`config.mk`:
```
export PLATFORM = sky130hd
export DESIGN_NAME = pipeline_hazard_ctrl_flat
export DESIGN_NICKNAME = d
export VERILOG_FILES = /design/src/rtl/pipeline_hazard_ctrl_if.sv /design/src/rtl/pipeline_hazard_ctrl.sv /design/src/flat_wrapper.sv
export SDC_FILE = /design/constraint.sdc
export NUM_CORES = 1
export LEC_CHECK = 0
export ABC_AREA = 1
export BUFFER_PORTS_ARGS = -buffer_cell sky130_fd_sc_hd__buf_2
export CORE_MARGIN = 4
export CORE_UTILIZATION = 44
export DETAILED_ROUTE_END_ITERATION = 12
export GPL_TIMING_DRIVEN = 1
export MAX_ROUTING_LAYER = met4
export PLACE_DENSITY_LB_ADDON = 0.08
export SYNTH_ARGS = -nofsm -noshare
export SYNTH_HDL_FRONTEND = slang
export SYNTH_SLANG_ARGS = --single-unit
export TNS_END_PERCENT = 1
```
`constraint.sdc`:
```
create_clock -name clk -period 5.5 [get_ports clk]
set_input_delay 0.55 -clock clk [delete_from_list [all_inputs] [get_ports clk]]
set_output_delay 0.55 -clock clk [all_outputs]
set_load 0.02 [all_outputs]
```
`src/rtl/pipeline_hazard_ctrl_if.sv`:
```
// Hazard-controller bundle: hazard status inputs and pipeline load/flush controls.
// "slave" is the controller side, "master" is the pipeline/driver side.
interface pipeline_hazard_ctrl_if #(
    parameter int unsigned REG_ADDR_W = 5,
    parameter int unsigned CNT_W      = 32
);
    logic                  imem_stall_i;
    logic                  dmem_stall_i;
    logic                  ex_mispredict_i;
    logic                  ex_is_load_i;
    logic [REG_ADDR_W-1:0] ex_rd_i;
    logic [REG_ADDR_W-1:0] id_rs1_i;
    logic [REG_ADDR_W-1:0] id_rs2_i;
    logic                  id_uses_rs1_i;
    logic                  id_uses_rs2_i;
    logic                  pc_load_o;
    logic                  if_id_load_o;
    logic                  if_id_flush_o;
    logic                  id_ex_load_o;
    logic                  id_ex_flush_o;
    logic                  ex_mem_load_o;
    logic                  mem_wb_load_o;
    logic                  in_drain_o;
    logic [CNT_W-1:0]      stall_cnt_o;
    logic [CNT_W-1:0]      flush_cnt_o;

    modport slave (
        input  imem_stall_i, dmem_stall_i, ex_mispredict_i, ex_is_load_i,
               ex_rd_i, id_rs1_i, id_rs2_i, id_uses_rs1_i, id_uses_rs2_i,
        output pc_load_o, if_id_load_o, if_id_flush_o, id_ex_load_o, id_ex_flush_o,
               ex_mem_load_o, mem_wb_load_o, in_drain_o, stall_cnt_o, flush_cnt_o
    );

    modport master (
        output imem_stall_i, dmem_stall_i, ex_mispredict_i, ex_is_load_i,
               ex_rd_i, id_rs1_i, id_rs2_i, id_uses_rs1_i, id_uses_rs2_i,
        input  pc_load_o, if_id_load_o, if_id_flush_o, id_ex_load_o, id_ex_flush_o,
               ex_mem_load_o, mem_wb_load_o, in_drain_o, stall_cnt_o, flush_cnt_o
    );
endinterface

```
`src/rtl/pipeline_hazard_ctrl.sv`:
```
// Stall/flush sequencer for the 5-stage pipeline: memory stalls, load-use bubbles,
// mispredict redirects with a DRAIN state for an outstanding wrong-path fetch.
module pipeline_hazard_ctrl #(
    parameter int unsigned REG_ADDR_W = 5,
    parameter int unsigned CNT_W      = 32
) (
    input  logic                   clk,
    input  logic                   rst,
    pipeline_hazard_ctrl_if.slave  hz
);
    typedef enum logic {ST_RUN = 1'b0, ST_DRAIN = 1'b1} state_t;

    state_t                r_state;
    state_t                w_next_state;
    logic [CNT_W-1:0]      r_stall_cnt;
    logic [CNT_W-1:0]      r_flush_cnt;
    logic [REG_ADDR_W-1:0] w_ex_rd;
    logic                  w_load_use;
    logic                  w_redirect;
    logic                  w_pc_load;
    logic                  w_if_id_load;
    logic                  w_if_id_flush;
    logic                  w_id_ex_load;
    logic                  w_id_ex_flush;
    logic                  w_ex_mem_load;
    logic                  w_mem_wb_load;

    assign w_ex_rd    = hz.ex_rd_i;
    assign w_load_use = hz.ex_is_load_i && (w_ex_rd != '0) &&
                        ((hz.id_uses_rs1_i && (hz.id_rs1_i == w_ex_rd)) ||
                         (hz.id_uses_rs2_i && (hz.id_rs2_i == w_ex_rd)));

    always_comb begin
        w_next_state  = r_state;
        w_redirect    = 1'b0;
        w_pc_load     = 1'b0;
        w_if_id_load  = 1'b0;
        w_if_id_flush = 1'b0;
        w_id_ex_load  = 1'b0;
        w_id_ex_flush = 1'b0;
        w_ex_mem_load = 1'b0;
        w_mem_wb_load = 1'b0;
        if (!rst) begin
            case (r_state)
                ST_RUN: begin
                    if (hz.dmem_stall_i || (hz.imem_stall_i && !hz.ex_mispredict_i)) begin
                        // Full freeze; a pending mispredict persists because EX is frozen.
                    end else if (hz.ex_mispredict_i) begin
                        w_redirect    = 1'b1;
                        w_pc_load     = 1'b1;
                        w_if_id_flush = 1'b1;
                        w_id_ex_flush = 1'b1;
                        w_ex_mem_load = 1'b1;
                        w_mem_wb_load = 1'b1;
                        if (hz.imem_stall_i) w_next_state = ST_DRAIN;
                    end else if (w_load_use) begin
                        w_id_ex_flush = 1'b1;
                        w_ex_mem_load = 1'b1;
                        w_mem_wb_load = 1'b1;
                    end else begin
                        w_pc_load     = 1'b1;
                        w_if_id_load  = 1'b1;
                        w_id_ex_load  = 1'b1;
                        w_ex_mem_load = 1'b1;
                        w_mem_wb_load = 1'b1;
                    end
                end
                ST_DRAIN: begin
                    // The exit cycle keeps DRAIN outputs so the returning wrong-path word is dropped.
                    w_if_id_flush = 1'b1;
                    w_id_ex_flush = 1'b1;
                    w_ex_mem_load = !hz.dmem_stall_i;
                    w_mem_wb_load = !hz.dmem_stall_i;
                    if (!hz.imem_stall_i) w_next_state = ST_RUN;
                end
                default: w_next_state = ST_RUN;
            endcase
        end
    end

    always_ff @(posedge clk or posedge rst) begin
        if (rst) begin
            r_state     <= ST_RUN;
            r_stall_cnt <= '0;
            r_flush_cnt <= '0;
        end else begin
            r_state <= w_next_state;
            if (!w_pc_load && (r_stall_cnt != '1)) r_stall_cnt <= r_stall_cnt + 1'b1;
            if (w_redirect && (r_flush_cnt != '1)) r_flush_cnt <= r_flush_cnt + 1'b1;
        end
    end

    assign hz.pc_load_o     = w_pc_load;
    assign hz.if_id_load_o  = w_if_id_load;
    assign hz.if_id_flush_o = w_if_id_flush;
    assign hz.id_ex_load_o  = w_id_ex_load;
    assign hz.id_ex_flush_o = w_id_ex_flush;
    assign hz.ex_mem_load_o = w_ex_mem_load;
    assign hz.mem_wb_load_o = w_mem_wb_load;
    assign hz.in_drain_o    = !rst && (r_state == ST_DRAIN);
    assign hz.stall_cnt_o   = r_stall_cnt;
    assign hz.flush_cnt_o   = r_flush_cnt;
endmodule
```
`src/flat_wrapper.sv`:
```
// flat-port wrapper written by rule: the top's interface ports become plain ports
module pipeline_hazard_ctrl_flat 
#(
    parameter int unsigned REG_ADDR_W = 5,
    parameter int unsigned CNT_W      = 32
)
  (clk, rst, hz_imem_stall_i, hz_dmem_stall_i, hz_ex_mispredict_i, hz_ex_is_load_i, hz_ex_rd_i, hz_id_rs1_i, hz_id_rs2_i, hz_id_uses_rs1_i, hz_id_uses_rs2_i, hz_pc_load_o, hz_if_id_load_o, hz_if_id_flush_o, hz_id_ex_load_o, hz_id_ex_flush_o, hz_ex_mem_load_o, hz_mem_wb_load_o, hz_in_drain_o, hz_stall_cnt_o, hz_flush_cnt_o);
  pipeline_hazard_ctrl_if #(.REG_ADDR_W(REG_ADDR_W), .CNT_W(CNT_W)) hz_i ();
  input  logic clk;
  input  logic rst;
  input wire logic [$bits(hz_i.imem_stall_i)-1:0] hz_imem_stall_i;
  input wire logic [$bits(hz_i.dmem_stall_i)-1:0] hz_dmem_stall_i;
  input wire logic [$bits(hz_i.ex_mispredict_i)-1:0] hz_ex_mispredict_i;
  input wire logic [$bits(hz_i.ex_is_load_i)-1:0] hz_ex_is_load_i;
  input wire logic [$bits(hz_i.ex_rd_i)-1:0] hz_ex_rd_i;
  input wire logic [$bits(hz_i.id_rs1_i)-1:0] hz_id_rs1_i;
  input wire logic [$bits(hz_i.id_rs2_i)-1:0] hz_id_rs2_i;
  input wire logic [$bits(hz_i.id_uses_rs1_i)-1:0] hz_id_uses_rs1_i;
  input wire logic [$bits(hz_i.id_uses_rs2_i)-1:0] hz_id_uses_rs2_i;
  output wire logic [$bits(hz_i.pc_load_o)-1:0] hz_pc_load_o;
  output wire logic [$bits(hz_i.if_id_load_o)-1:0] hz_if_id_load_o;
  output wire logic [$bits(hz_i.if_id_flush_o)-1:0] hz_if_id_flush_o;
  output wire logic [$bits(hz_i.id_ex_load_o)-1:0] hz_id_ex_load_o;
  output wire logic [$bits(hz_i.id_ex_flush_o)-1:0] hz_id_ex_flush_o;
  output wire logic [$bits(hz_i.ex_mem_load_o)-1:0] hz_ex_mem_load_o;
  output wire logic [$bits(hz_i.mem_wb_load_o)-1:0] hz_mem_wb_load_o;
  output wire logic [$bits(hz_i.in_drain_o)-1:0] hz_in_drain_o;
  output wire logic [$bits(hz_i.stall_cnt_o)-1:0] hz_stall_cnt_o;
  output wire logic [$bits(hz_i.flush_cnt_o)-1:0] hz_flush_cnt_o;
  assign hz_i.imem_stall_i = hz_imem_stall_i;
  assign hz_i.dmem_stall_i = hz_dmem_stall_i;
  assign hz_i.ex_mispredict_i = hz_ex_mispredict_i;
  assign hz_i.ex_is_load_i = hz_ex_is_load_i;
  assign hz_i.ex_rd_i = hz_ex_rd_i;
  assign hz_i.id_rs1_i = hz_id_rs1_i;
  assign hz_i.id_rs2_i = hz_id_rs2_i;
  assign hz_i.id_uses_rs1_i = hz_id_uses_rs1_i;
  assign hz_i.id_uses_rs2_i = hz_id_uses_rs2_i;
  assign hz_pc_load_o = hz_i.pc_load_o;
  assign hz_if_id_load_o = hz_i.if_id_load_o;
  assign hz_if_id_flush_o = hz_i.if_id_flush_o;
  assign hz_id_ex_load_o = hz_i.id_ex_load_o;
  assign hz_id_ex_flush_o = hz_i.id_ex_flush_o;
  assign hz_ex_mem_load_o = hz_i.ex_mem_load_o;
  assign hz_mem_wb_load_o = hz_i.mem_wb_load_o;
  assign hz_in_drain_o = hz_i.in_drain_o;
  assign hz_stall_cnt_o = hz_i.stall_cnt_o;
  assign hz_flush_cnt_o = hz_i.flush_cnt_o;
  pipeline_hazard_ctrl #(.REG_ADDR_W(REG_ADDR_W), .CNT_W(CNT_W)) u_core (.clk(clk), .rst(rst), .hz(hz_i));
endmodule
```
-- Word level (Yosys, flattened, before mapping)
Index checks and enable logic that the tools add are counted.
- input port bits: 23
- output and inout bits: 72
- register bits after elaboration: 65
- $add $sub $neg: 2
- eq/ne operators: 4
- mux-type cells: 27
- bitwise logic cells: 1
- reduce and logical (&&, ||, !) cells: 15
- operator list (kind ; number):
    adder 32 x 1 -> 32 bit, second input constant ; 2
    != test 32 bit, second input constant ; 2
    2-to-1 mux 1 bit ; 23
    == test 5 bit ; 2
    logical AND 1 bit ; 8
    one-hot mux 1 bit (2 select lines) ; 4
    nonzero test 5 bit ; 1
    zero test 1 bit ; 4
    logical OR 1 bit ; 2
    NOT 1 bit ; 1

-- Depth between registers and ports, before layout
- depth after elaboration: 11
- mapped depth: 12
- mapped depth without buffers: 11

-- Worst setup path after synthesis
No wires, ideal clock.
- kind: input port to output port
- start point: input port rst
- end point: output port hz_if_id_load_o
- required time: 4950 ps
- path slack: 3078 ps
- arrival: 1872 ps
- cell stages on the path: 9
- cells stage by stage: nor2_1 > nand2_1 > o21ai_1 > inv_1 > nor2_1 > nand2_2 > buf_2 > nor2_1 > buf_4
- longest elaborated chain between the ends: 1
- RTL lines (what ; RTL line ; RTL):
    start, declared ; flat_wrapper.sv:10 ; input logic rst;
    2-to-1 mux 1 bit ; -- ;
    end, declared ; flat_wrapper.sv:21 ; output wire logic [$bits(hz_i.if_id_load_o)-1:0] hz_if_id_load_o;
Every way passes these cells.

-- Worst setup path after layout
- start point: register u_core.r_stall_cnt[0] (netlist: u_core.hz.stall_cnt_o[0])
- end point: register u_core.r_stall_cnt[21] (netlist: u_core.hz.stall_cnt_o[21])
- longest elaborated chain between the ends: 2
- elaborated cells between the ends (all ways): 3
- RTL lines (what ; RTL line ; RTL):
    start, declared ; pipeline_hazard_ctrl.sv:15 ; logic [CNT_W-1:0] r_stall_cnt;
    start signal, assigned ; pipeline_hazard_ctrl.sv:88 ; if (!w_pc_load && (r_stall_cnt != '1)) r_stall_cnt <= r_stall_cnt + 1'b1;
    parallel branches: the longest is 2 deep, another holds adder 32 x 1 -> 32 bit ; -- ;
Several ways; the timed one is not identified.
A chain may end at the register's enable or synchronous reset.

==> summary.md <==
| Metric | Value |
|---|---|
| Setup TNS | `0 ns` |
| Reg clk slew, reported paths | `0.08 ns` |
| Most common cell in the netlist | `nand2_1` |
| Post-synth net total | `738` |
| # nets final | `823` |
| Reg2Reg Setup Slack | `2.82 ns` |
| CTS max path bufs | `2` |
| Switching share of power | `34.8%` |
| Top cells by count, synth | `nand2_1 (319), nor2_1 (88), dfrtp_1 (65), inv_1 (52), nand4_1 (41)` |
| Clk Latency, worst-skew pair | `0.35 ns` |
| Yosys top cell area share | `35.0%` |
| Final Skew | `0.0128 ns` |
| Met3 Wirelength | `407 µm` |
| DP Area | `5150 µm²` |
| Max Freq | `373 MHz` |
| Synth unique cells | `29` |
| Num CTS Buffers | `9` |
| Tcrit/Tclk final | `48.8%` |
| Pint | `831 µW` |
| Share of layout cells above drive strength 1 | `16.4%` |
| Tot Pwr | `1.27 mW` |
| Final min period | `2.68 ns` |
| Sequential power share | `44.7%` |
| Post-Synthesis Cell Area | `4640 µm²` |
| Reg-to-reg endpoint | `u_core.hz.stall_cnt_o[21]` |
| Clock power frac | `32.9%` |
| Initial antenna violation count | `0` |
| Top Ports | `95` |
| Worst hold path type | `input pin to async pin` |
| Fin util | `51.8%` |
| Final wirelength | `13100 µm` |
| Clock Sinks | `65` |
| GPL Wtd Cong | `0.932` |
| Psw | `444 µW` |
| Hold_buf cts | `0` |
| CP max FO | `33` |
| Worst Setup Start Kind | `flop` |
| Combinational power share | `22.3%` |
| Data required, critical path | `5.78 ns` |
| Status | `complete, no violations` |
| Top Metal Used | `met4` |
| Cell Rows | `37` |
| Total global routing overflow | `0` |
| Vias | `4740` |
| Setup Buffers After CTS | `0` |
| Drt drc | `0` |
| Ant. Diodes | `0` |
| Layout Cells excl Fill | `939` |
| Layout fillers | `1092` |
| FF+latch count, synth | `65` |
| Design Area, Final | `5350 µm²` |
| Placed Instances | `923` |
| Worst-Margin Slew | `0.704 ns` |
| Antenna-violating nets left | `0` |
| DRT met1 WL | `5540 µm` |
| Max IR drop VDD | `196 µV` |
| Area Growth Syn to Fin | `15.1%` |
| Worst Setup End Kind | `flop` |
| Final Setup Violations | `0` |
| Slew headroom | `53.0%` |
| Most used DFF post-synth | `dfrtp_1` |
| TritonCTS clock tree | `done` |
| Drt pass-1 iters | `5` |
| Total GRT Usage | `22.3%` |
| Resized cells post-CTS | `0` |
| Reg2reg start | `u_core.hz.stall_cnt_o[0]` |
| Post-synth EDFFs | `0` |
| Final Hold Fails | `0` |
| Mean Syn Cell Area | `6.51 µm²` |
| Die area | `12300 µm²` |
| First DRT Iteration DRCs | `204` |
| IO buf count | `94` |
| Clock root buffer | `clkbuf_8` |
| Critical setup path kind | `flop to flop` |
| Crit path DAT | `2.96 ns` |
| Starting Density | `45.0%` |
| Lkg Pwr | `2.84 nW` |
| Synth Instances | `713` |
| PwrDens | `238 nW/µm²` |
| Wire length on met2 | `6890 µm` |
| RSZ-0062 raised after global routing | `no` |
| Chip height | `111 µm` |
| Die Wd | `111 µm` |
| Final Max Slew Viols | `0` |
| Std-Cell Core Area | `10300 µm²` |
| Origin of the worst setup path | `u_core.hz.stall_cnt_o[0]` |
| YS warnings | `0` |
| Top cell type by total area after synthesis | `dfrtp_1` |
| Register area share after synthesis | `35.0%` |
| Synth area leaders | `dfrtp_1 (35%), nand2_1 (26%), nor2_1 (7.1%)` |
| Via density | `5.05` |
| Async SR Flop Fraction | `100%` |
| Pin count of the biggest net entering global routing | `43` |
| Max cap viols | `0` |
| R2R cell count | `9` |
| Vias in the first global route | `4583` |
| HPWL Detailed | `9930 µm` |
| Wire per inst | `14.0 µm` |
| First-pass GRT wire length | `22200 µm` |
| CTS HTree Levels | `3` |
## critical path, stage by stage (launching register included)
cell	delay [ns]
dfrtp_1	0.41
ha_1	0.30
nand2_1	0.10
inv_1	0.08
nand3_1	0.11
nor2_1	0.14
nand3_2	0.56
nand3_2	0.72
nand2_1	0.11
nand2_1	0.08
## cells in the final DEF, fill, tap and decap left out
cell type / count
clkbuf_1: 1
xnor2_1: 11
dfrtp_1: 65
inv_1: 51
clkinv_2: 2
nand3_1: 18
nand2_2: 4
nand3_2: 2
nand2_1: 319
xor2_1: 23
clkinvlp_4: 2
ha_1: 2
nor2_1: 88
a21oi_2: 1
nor2_2: 4
nor2_4: 2
clkbuf_8: 10
xor2_2: 1
a21oi_1: 1
inv_2: 4
o21ai_0: 9
nand3b_1: 21
o21ai_1: 7
nor3_1: 13
buf_2: 94
bufinv_16: 1
nand2_4: 1
o22ai_1: 1
nand4_1: 41
buf_4: 2
nor3_2: 2
## stage by stage
stage / setup WS (ns) / hold slack [ns]
global placement: 2.75 / 0.519
floorplan: 3.08 / 0.613
detailed placement: 2.68 / 0.527
global route: 2.51 / 0.319
finish: 2.82 / 0.276
CTS: 2.80 / 0.284
## cell type report
type | count | area, µm² | area share, %
multi-input cells | 571 | 2660 | 49.8
flip-flops and latches | 65 | 1630 | 30.4
inverters | 55 | 206 | 3.86
clock buffers | 11 | 141 | 2.65
repair buffers | 96 | 485 | 9.08
well taps | 136 | 170 | 3.18
clock inverters | 5 | 55.1 | 1.03
## sequential cells by signal, indices dropped and copies added, names as in the netlist
signal	cells
u_core.hz.stall_cnt_o	32
u_core.hz.flush_cnt_o	32
u_core.r_state	1
## routing by layer
metal,track usage (%),up-vias
met2,40.0,96
met3,3.28,25
met4,8.05,0
li1,-,2423
met5,-,-
met1,25.3,2196
## worst max path at each step
stage / endpoint / slack [ns] / cells past startpoint
floorplan: hz_if_id_load_o / 3.08 / 9
global placement: u_core.hz.stall_cnt_o[13] / 2.75 / 12
detailed placement: u_core.hz.stall_cnt_o[9] / 2.68 / 12
CTS: hz_id_ex_load_o / 2.80 / 9
global route: u_core.hz.stall_cnt_o[7] / 2.51 / 9
finish: u_core.hz.stall_cnt_o[21] / 2.82 / 9
## cell families (layout without fill, tap and decap cells)
| kind of cell | after synthesis | after routing | share of synthesized area (%) |
|---|---|---|---|
| buffers and inverters | 77 | 167 | 7.70 |
| adders and majority gates | 2 | 2 | 0.539 |
| DFF | 65 | 65 | 35.0 |
| AOI/OAI and AO/OA | 19 | 19 | 2.16 |
| xor gates and xnor gates | 35 | 35 | 6.76 |
| and+or+nand+nor | 515 | 515 | 47.8 |
## power by group through the flow
stage	Clock (mW)	Sequential, mW	Combinational (mW)
floorplan	0	0.617	0.158
global placement	0	0.578	0.284
detailed placement	0	0.579	0.287
CTS	0.432	0.570	0.289
global route	0.456	0.579	0.317
finish	0.420	0.570	0.285
Note: power is estimated with default switching activity, not from simulation.
